$ cat config.mk
export PLATFORM = sky130hd
export DESIGN_NAME = latch_out_monitor
export DESIGN_NICKNAME = d
export VERILOG_FILES = /design/src/rtl/latch_mon_pkg.sv /design/src/rtl/bit_sync.sv /design/src/rtl/latch_out_monitor.sv
export SDC_FILE = /design/constraint.sdc
export NUM_CORES = 1
export LEC_CHECK = 0
export ABC_AREA = 1
export CORE_UTILIZATION = 49
export CTS_CLUSTER_SIZE = 24
export DETAILED_ROUTE_END_ITERATION = 12
export HOLD_SLACK_MARGIN = 0.15
export PLACE_DENSITY = 0.76
export SYNTH_ARGS = -nofsm -noshare
export SYNTH_HDL_FRONTEND = slang
export SYNTH_SLANG_ARGS = --single-unit
$ cat constraint.sdc
create_clock -name clk -period 2.2 [get_ports clk]
set_input_delay 0.33 -clock clk [delete_from_list [all_inputs] [get_ports clk]]
set_output_delay 0.33 -clock clk [all_outputs]
set_load 0.02 [all_outputs]
$ cat src/rtl/latch_mon_pkg.sv
// Shared types for the latch output monitor: filter FSM states and the
// stability-counter sizing helper.
package latch_mon_pkg;

    typedef enum logic [1:0] {
        ST_LOW     = 2'd0,
        ST_TO_HIGH = 2'd1,
        ST_HIGH    = 2'd2,
        ST_TO_LOW  = 2'd3
    } filt_state_e;

    // Counter must hold values 0..stable_cycles inclusive.
    function automatic int stab_width(input int stable_cycles);
        return $clog2(stable_cycles + 1);
    endfunction

endpackage : latch_mon_pkg

$ cat src/rtl/bit_sync.sv
// N-flop synchronizer for a single asynchronous bit; all stages reset to 0.
module bit_sync #(
    parameter int N = 2
) (
    input  logic clk,
    input  logic reset,
    input  logic d,
    output logic q
);

    logic [N-1:0] stage_reg;

    always_ff @(posedge clk or negedge reset) begin
        if (!reset) begin
            stage_reg <= '0;
        end else begin
            stage_reg <= {stage_reg[N-2:0], d};
        end
    end

    assign q = stage_reg[N-1];

endmodule : bit_sync

$ cat src/rtl/latch_out_monitor.sv
// Synchronizes and deglitches a latch Q output, produces rise/fall pulses,
// a saturating edge count and a one-entry valid/ready event slot.
module latch_out_monitor
    import latch_mon_pkg::*;
#(
    parameter int SYNC_STAGES   = 2,
    parameter int STABLE_CYCLES = 4,
    parameter int CNT_W         = 8
) (
    input  logic             clk,
    input  logic             reset,
    input  logic             q_in,
    input  logic             clr_cnt,
    output logic             filt_q,
    output logic             rise,
    output logic             fall,
    output logic [CNT_W-1:0] edge_cnt,
    output logic             evt_valid,
    output logic             evt_rising,
    input  logic             evt_ready,
    output logic             overrun
);

    localparam int                STAB_W    = stab_width(STABLE_CYCLES);
    localparam logic [STAB_W-1:0] STAB_LAST = STAB_W'(STABLE_CYCLES);
    localparam logic [STAB_W-1:0] STAB_ONE  = STAB_W'(1);
    localparam logic [CNT_W-1:0]  CNT_MAX   = '1;
    localparam bit                DIRECT    = (STABLE_CYCLES == 1);

    logic s;

    bit_sync #(
        .N (SYNC_STAGES)
    ) u_sync (
        .clk   (clk),
        .reset (reset),
        .d     (q_in),
        .q     (s)
    );

    filt_state_e       state_reg, state_next;
    logic [STAB_W-1:0] stab_reg, stab_next;
    logic [STAB_W-1:0] stab_inc;
    logic              filt_d_reg;
    logic [CNT_W-1:0]  cnt_reg;
    logic              evt_valid_reg;
    logic              evt_rising_reg;
    logic              overrun_reg;
    logic              filt_level;
    logic              edge_pulse;
    logic              xfer;

    // State register
    always_ff @(posedge clk or negedge reset) begin
        if (!reset) begin
            state_reg <= ST_LOW;
            stab_reg  <= '0;
        end else begin
            state_reg <= state_next;
            stab_reg  <= stab_next;
        end
    end

    assign stab_inc = stab_reg + STAB_ONE;

    // Next-state logic: a candidate level must persist STABLE_CYCLES samples.
    always_comb begin
        state_next = state_reg;
        stab_next  = stab_reg;
        case (state_reg)
            ST_LOW: begin
                if (s) begin
                    if (DIRECT) begin
                        state_next = ST_HIGH;
                        stab_next  = '0;
                    end else begin
                        state_next = ST_TO_HIGH;
                        stab_next  = STAB_ONE;
                    end
                end
            end
            ST_TO_HIGH: begin
                if (!s) begin
                    state_next = ST_LOW;
                    stab_next  = '0;
                end else if (stab_inc == STAB_LAST) begin
                    state_next = ST_HIGH;
                    stab_next  = '0;
                end else begin
                    stab_next  = stab_inc;
                end
            end
            ST_HIGH: begin
                if (!s) begin
                    if (DIRECT) begin
                        state_next = ST_LOW;
                        stab_next  = '0;
                    end else begin
                        state_next = ST_TO_LOW;
                        stab_next  = STAB_ONE;
                    end
                end
            end
            ST_TO_LOW: begin
                if (s) begin
                    state_next = ST_HIGH;
                    stab_next  = '0;
                end else if (stab_inc == STAB_LAST) begin
                    state_next = ST_LOW;
                    stab_next  = '0;
                end else begin
                    stab_next  = stab_inc;
                end
            end
            default: begin
                state_next = ST_LOW;
                stab_next  = '0;
            end
        endcase
    end

    // Output logic: the accepted level holds through the TO_LOW candidate window.
    always_comb begin
        filt_level = 1'b0;
        case (state_reg)
            ST_HIGH, ST_TO_LOW: filt_level = 1'b1;
            default:            filt_level = 1'b0;
        endcase
    end

    always_ff @(posedge clk or negedge reset) begin
        if (!reset) begin
            filt_d_reg <= 1'b0;
        end else begin
            filt_d_reg <= filt_level;
        end
    end

    assign filt_q     = filt_level;
    assign rise       = filt_level & ~filt_d_reg;
    assign fall       = ~filt_level & filt_d_reg;
    assign edge_pulse = rise | fall;
    assign xfer       = evt_valid_reg & evt_ready;

    // Saturating edge counter; clear takes priority over a coincident edge.
    always_ff @(posedge clk or negedge reset) begin
        if (!reset) begin
            cnt_reg <= '0;
        end else if (clr_cnt) begin
            cnt_reg <= '0;
        end else if (edge_pulse && (cnt_reg != CNT_MAX)) begin
            cnt_reg <= cnt_reg + CNT_W'(1);
        end
    end

    // Event slot: a transfer in the same cycle frees room for the new edge.
    always_ff @(posedge clk or negedge reset) begin
        if (!reset) begin
            evt_valid_reg  <= 1'b0;
            evt_rising_reg <= 1'b0;
        end else if (edge_pulse && (!evt_valid_reg || evt_ready)) begin
            evt_valid_reg  <= 1'b1;
            evt_rising_reg <= rise;
        end else if (xfer) begin
            evt_valid_reg  <= 1'b0;
        end
    end

    always_ff @(posedge clk or negedge reset) begin
        if (!reset) begin
            overrun_reg <= 1'b0;
        end else if (clr_cnt) begin
            overrun_reg <= 1'b0;
        end else if (edge_pulse && evt_valid_reg && !evt_ready) begin
            overrun_reg <= 1'b1;
        end
    end

    assign edge_cnt   = cnt_reg;
    assign evt_valid  = evt_valid_reg;
    assign evt_rising = evt_rising_reg;
    assign overrun    = overrun_reg;

endmodule : latch_out_monitor
==> impl_metrics.csv, run 1 <==
group,metric,value,unit
power,powerDensity,1110,mW/mm2
clocking,cts_resized,0,
detailed_routing,drc,0,
yosys,ys_seq_area_frac,0.477,
yosys,postSynthCellCount,123,
grt,grt_max_degree,20,
sta,fmax,0.532,GHz
layout,largest_register_ffs,8,
sta,relSlewSlack,0.745,
sta,clock_skew,0.00420,ns
yosys,synthAdderAreaFrac,0.0754,
clocking,cts_hold_buf,0,
layout,final_cell_mix,"29 x nand2_1, 19 x dfrtp_1, 18 x clkdlybuf4s50_1",
sta,whs,0.358,ns
yosys,synth_mux_area_frac,0,
yosys,synthSimpleGateAreaFrac,0.290,
detailed_routing,vias_per_cell,4.77,
yosys,synth_compound_area_frac,0.0817,
power,power_leakage,0.602,nW
flow_run,drv_cap,0,
detailed_routing,routed-wl-met2,796,um
detailed_routing,met3_length,71,um
clocking,root_buffer,"clkbuf_4",
layout,final_nets,156,
grt,grtUsageTotal,0.192,
worst_setup_path,crit_arrival,1.55,ns
detailed_routing,via_count,806,
detailed_routing,drtAntennaViolNets,0,
layout,final_cells,169,
grt,antenna_found_initial,0,
sta,hold_viol_final,0,
detailed_routing,wl_met1,908,um
layout,antenna_cells,0,
yosys,syn_avg_cell_area,8.10,um2
yosys,yosys.area.top_type_share,0.477,
clocking,cts_tree,"built",
hold_path,min-delay-path-class,"in -> async",
yosys,synth_xor_area_frac,0,
grt,grt_pass1_vias,662,
clocking,clockBufferDepth,2,
run_status,status,"finished clean",
power,total_power,1.37,mW
detailed_routing,firstDrtPassIters,4,
worst_setup_path,r2r_end,"edge_cnt[4]",
sta,period_share,0.855,
worst_setup_path,required,1.87,ns
yosys,synth_top_family_by_area,"simple AND/OR/NAND/NOR gates",
yosys,synth_cell_type_count,20,
detailed_routing,topRoutingLayerUsed,"met4",
worst_setup_path,setup.worst_path.class,"reg -> out",
yosys,syn_area,996,um2
sta,finalSetupTns,0,ns
worst_setup_path,worstSetupStartpointType,"flop",
clocking,cts_buffers,3,
yosys,synth_area_leaders,"dfrtp_1 48%, nand2_1 11%, ha_1 7.5%, nand3_1 7.0%, inv_1 5.7%",
die,rows,15,
sta,setup_viol,0,
die,die-area,0.00222,mm2
sta,final_max_slew_viol_count,0,
placed_design,hpwl,1340,um
grt,grt_pass1_wl,2880,um
yosys,yosys_warnings,0,
worst_setup_path,ff2ff_path_depth,7,
detailed_routing,wl,1810,um
placed_design,globalplace.congestion,0.786,
sta,rsz0062_at_grt,"false",
power,worst_ir_drop_vdd,649,uV
detailed_routing,drt_iter0_drc,22,
sta,tightest_slew,0.382,ns
clocking,cts.clk_slew.worst_paths,0.11,ns
die,ios,19,
layout,drive_gt1_frac,0.0972,
detailed_routing,wl_per_cell,10.7,um
layout,synthToLayoutAreaGrowth,23.9,%
grt,grt_overflow,0,
worst_setup_path,endpoint_kind,"primary output",
worst_setup_path,reg2reg_slack,0.80,ns
layout,post-route-util,0.678,
clocking,clkSinkCount,19,
clocking,clkLatencyLatePin,0.29,ns
die,die_h,47.1,um
die,start_util,0.547,
die,fp.dieW,47.1,um
placed_design,placed_cells,165,
yosys,ys_ff_latch,19,
layout,final_common_cell,"nand2_1",
die,coreArea,0.00182,mm2
yosys,synth_top_area_cell,"dfrtp_1",
clocking,htree_levels,1,
sta,fin_crit,1.88,ns
yosys,synth_fp_nets,134,
clocking,postCtsSetupRepairBufs,0,
placed_design,io_buffer_count,18,
worst_setup_path,cp_max_fo,6,
## worst max-delay path, stage by stage, from the launching register on
cell and delay [ns]:
dfrtp_1 0.44, inv_1 0.09, ha_1 0.13, clkdlybuf4s50_1 0.59
## power by group
part           switching, mW  total, mW  internal, mW
registers             0.0851      0.530         0.445
clock network          0.105      0.173        0.0677
logic                  0.391      0.663         0.272
total                  0.582       1.37         0.784
## metal layers
layer,vias up,GRT usage
li1,426,-
met1,358,0.265
met2,18,0.297
met3,4,0.0346
met4,0,0.0857
met5,-,0
## kinds of logic after synthesis
group,after synthesis
AND/OR/NAND/NOR,65
buffers and inverters,19
flip-flops,19
AO/OA/AOI/OAI,14
adder cells (fa/ha/maj),6
## how the worst max path moves through the flow
stage	start	to	slack [ns]	depth (start not counted)
2_1_floorplan	flop	edge_cnt[4]	0.73	8
3_3_place_gp	flop	fall	0.67	3
3_5_place_dp	flop	fall	0.64	3
4_1_cts	flop	fall	0.30	3
5_1_grt	flop	fall	0.21	3
6_report	flop	fall	0.32	3
## through the flow
| step | cell area, um2 | setup slack, ns |
|---|---|---|
| after detailed placement | 1210 | 0.640 |
| final | 1230 | 0.319 |
| after CTS | 1230 | 0.300 |
| after floorplan | 996 | 0.729 |
| after global placement | 1210 | 0.670 |
| after global routing | 1230 | 0.207 |
## area by class of cell
cell class	count	area, um2
multi-input cells	85	445
fillers	158	587
repair buffers	19	188
inverters	17	66.3
clock buffers	3	22.5
clock inverters	1	5.00
flip-flops and latches	19	475
well taps	25	31.3
## cell usage after synthesis
cell and n:
o21ai_0 5, inv_1 15, nor2_1 15, nand2_4 1
nor2_4 1, inv_2 1, clkbuf_1 1, dfrtp_1 19
ha_1 6, o21a_1 1, nor2_2 1, o21bai_1 3
nand2_1 29, a21oi_1 3, nand2_2 4, inv_4 1
nand3_1 14, a31oi_1 1, o21ai_1 1, buf_2 1
Note: power is estimated with default switching activity, not from simulation.
==> inputs of run 2 (changes only) <==
--- a/config.mk
+++ b/config.mk
@@ -6,6 +6,7 @@
 export NUM_CORES = 1
 export LEC_CHECK = 0
 export ABC_AREA = 1
+export ABC_CLOCK_PERIOD_IN_PS = 2400
 export CORE_UTILIZATION = 49
 export CTS_CLUSTER_SIZE = 24
 export DETAILED_ROUTE_END_ITERATION = 12
==> constraint.sdc (replaced) <==
create_clock -name clk -period 2.4 [get_ports clk]
set_input_delay 0.36 -clock clk [delete_from_list [all_inputs] [get_ports clk]]
set_output_delay 0.36 -clock clk [all_outputs]
set_load 0.02 [all_outputs]
==> results of run 2 <==
Same layout as run 1 (identical final DEF). Status: finished clean.
Main changes from that run: setup slack after placement 0.640 ns -> 0.810 ns; clock-pin slew on the worst setup and hold paths 0.11 ns -> 0.10 ns; setup slack after layout 0.319 ns -> 0.489 ns; hold slack 0.358 ns -> 0.368 ns; register-to-register setup slack 0.80 ns -> 1.00 ns; total power 1.37 mW -> 1.25 mW; worst IR drop on VDD 649 uV -> 595 uV
==> inputs of run 3 (changes only) <==
--- a/config.mk
+++ b/config.mk
@@ -6,7 +6,7 @@
 export NUM_CORES = 1
 export LEC_CHECK = 0
 export ABC_AREA = 1
-export ABC_CLOCK_PERIOD_IN_PS = 2400
+export ABC_CLOCK_PERIOD_IN_PS = 1800
 export CORE_UTILIZATION = 49
 export CTS_CLUSTER_SIZE = 24
 export DETAILED_ROUTE_END_ITERATION = 12
==> constraint.sdc (replaced) <==
create_clock -name clk -period 1.8 [get_ports clk]
set_input_delay 0.27 -clock clk [delete_from_list [all_inputs] [get_ports clk]]
set_output_delay 0.27 -clock clk [all_outputs]
set_load 0.02 [all_outputs]
==> run 3 against run 2 <==
- utilization fell by 0.14 points
- first-iteration DRC count is 4.5% lower
- total power increased by 32%
- critical endpoint is now edge_cnt[4]
- cell area decreased by 0.20%
- worst hold slack got worse by 0.072 ns
- register-to-register slack worse by 0.61 ns
- critical path depth decreased by 2
- sequential share of layout area rose by 0.078 points
- largest power group unchanged
- wire length down 1.1%
- combinational power is 31% higher
- critical path type unchanged
==> impl_metrics.csv, run 3 (synthesis gave the netlist of run 1 again) <==
group,metric,value,unit
hold_path,min-delay-path-class,"in -> async",
placed_design,io_buffer_count,18,
clocking,htree_levels,1,
detailed_routing,drt_iter0_drc,21,
worst_setup_path,crit_path_start,"edge_cnt[4]",
layout,final_common_cell,"nand2_1",
layout,largest_register_ffs,8,
detailed_routing,firstDrtPassIters,4,
sta,fmax,0.594,GHz
worst_setup_path,crit_slowest_cell,"clkdlybuf4s50_1",
power,switchingPower,0.717,mW
power,powerDensity,1350,mW/mm2
grt,grt_max_degree,20,
die,start_util,0.547,
power,power_leakage,0.608,nW
worst_setup_path,cp_max_fo,6,
detailed_routing,vias_per_cell,4.83,
detailed_routing,via_count,817,
clocking,cts_hold_buf,0,
power,p_seq_frac,0.390,
layout,synthToLayoutAreaGrowth,23.6,%
placed_design,hpwl,1330,um
detailed_routing,wl,1790,um
power,p_sw_frac,0.432,
clocking,clockBufferDepth,2,
clocking,cts.clk_slew.worst_paths,0.11,ns
worst_setup_path,crit_family,"buffers and inverters",
detailed_routing,drc,0,
grt,antenna_found_initial,0,
flow_run,drv_cap,0,
sta,hold_viol_final,0,
layout,drive_gt1_frac,0.0972,
worst_setup_path,crit_arrival,1.41,ns
clocking,root_buffer,"clkbuf_4",
die,ios,19,
sta,clock_skew,0.00345,ns
sta,finalSetupTns,0,ns
grt,grt_pass1_wl,2950,um
clocking,cts_buffers,3,
sta,period_share,0.935,
power,pwr-share-comb,0.481,
sta,relSlewSlack,0.740,
grt,grt_overflow,0,
die,die_h,47.1,um
die,rows,15,
worst_setup_path,crit_buf_inv,1,
worst_setup_path,endpoint_kind,"primary output",
layout,fillerInstances,157,
grt,grtUsageTotal,0.193,
layout,final_nets,156,
die,die-area,0.00222,mm2
layout,antenna_cells,0,
placed_design,placed_cells,165,
power,p_clk_frac,0.129,
sta,fin_crit,1.68,ns
clocking,clkSinkCount,19,
clocking,cts_resized,2,
detailed_routing,drtAntennaViolNets,0,
power,worst_ir_drop_vdd,802,uV
die,fp.dieW,47.1,um
worst_setup_path,critPathMaxStageDelay,0.65,ns
clocking,postCtsSetupRepairBufs,0,
detailed_routing,wl_per_cell,10.6,um
sta,setup_viol,0,
worst_setup_path,crit_chain,"clkdlybuf4s50_1",
die,coreArea,0.00182,mm2
sta,rsz0062_at_grt,"false",
power,intPower,0.942,mW
grt,grt_pass1_vias,699,
sta,tightest_slew,0.390,ns
layout,final_cell_mix,"29 x nand2_1, 19 x dfrtp_1, 16 x clkdlybuf4s50_1",
placed_design,globalplace.congestion,0.798,
clocking,cts_tree,"built",
run_status,status,"finished clean",
sta,final_max_slew_viol_count,0,
worst_setup_path,setup.worst_path.class,"reg -> out",
layout,final_cells,169,
worst_setup_path,required,1.53,ns
clocking,clkLatencyLatePin,0.30,ns
worst_setup_path,worstSetupStartpointType,"flop",
[run 3: cell types whose count changed in the layout (fill, tap and decap cells not counted)]
cell,before,now
clkdlybuf4s50_1,18,16
dlygate4sd2_1,0,2
[run 3: path summary, 6_finish.rpt]
path	to	slack [ns]	cells after the start
min	evt_rising	0.30	2
min in group clk	u_sync.stage_reg[1]	0.37	0
max	edge_cnt[4]	0.12	1
max reg2reg	edge_cnt[4]	0.39	7
min reg2reg	u_sync.stage_reg[1]	0.37	0
max in group asynchronous	stab_reg[2]	1.30	2
[run 3: area by class of cell]
| cell class | instances | area, um2 | share of cell area |
|---|---|---|---|
| inverter | 17 | 66.3 | 0.0539 |
| multi-input combinational | 85 | 445 | 0.362 |
| clock buffer | 3 | 22.5 | 0.0183 |
| tap | 25 | 31.3 | 0.0254 |
| clock inverter | 1 | 5.00 | 0.00407 |
| sequential | 19 | 475 | 0.386 |
| timing repair buffer | 19 | 185 | 0.150 |
[run 3: through the flow]
step	worst slack [ns]	cell area [um2]	util	power, mW	hold slack [ns]
CTS	0.0925	1230	0.676	1.68	0.294
global placement	0.330	1210	0.663	1.44	0.346
finish	0.116	1230	0.676	1.66	0.296
global route	0.0632	1230	0.676	1.80	0.312
floorplan	0.329	996	-	1.17	-0.0256
detailed placement	0.309	1210	0.663	1.47	0.347
[run 3: metal layers]
layer,vias to the layer above,global-route usage,share of wire
li1,430,-,-
met1,365,0.259,0.50
met2,20,0.303,0.45
met3,2,0.0269,0.050
met4,0,0.103,0.0056
met5,-,0,0
[run 3: power by group through the flow]
stage | registers [mW] | clock network [mW] | logic (mW)
after floorplan | 0.709 | 0 | 0.463
after global placement | 0.646 | 0 | 0.797
after detailed placement | 0.654 | 0 | 0.818
after CTS | 0.646 | 0.227 | 0.804
after global routing | 0.661 | 0.242 | 0.898
final | 0.647 | 0.214 | 0.798
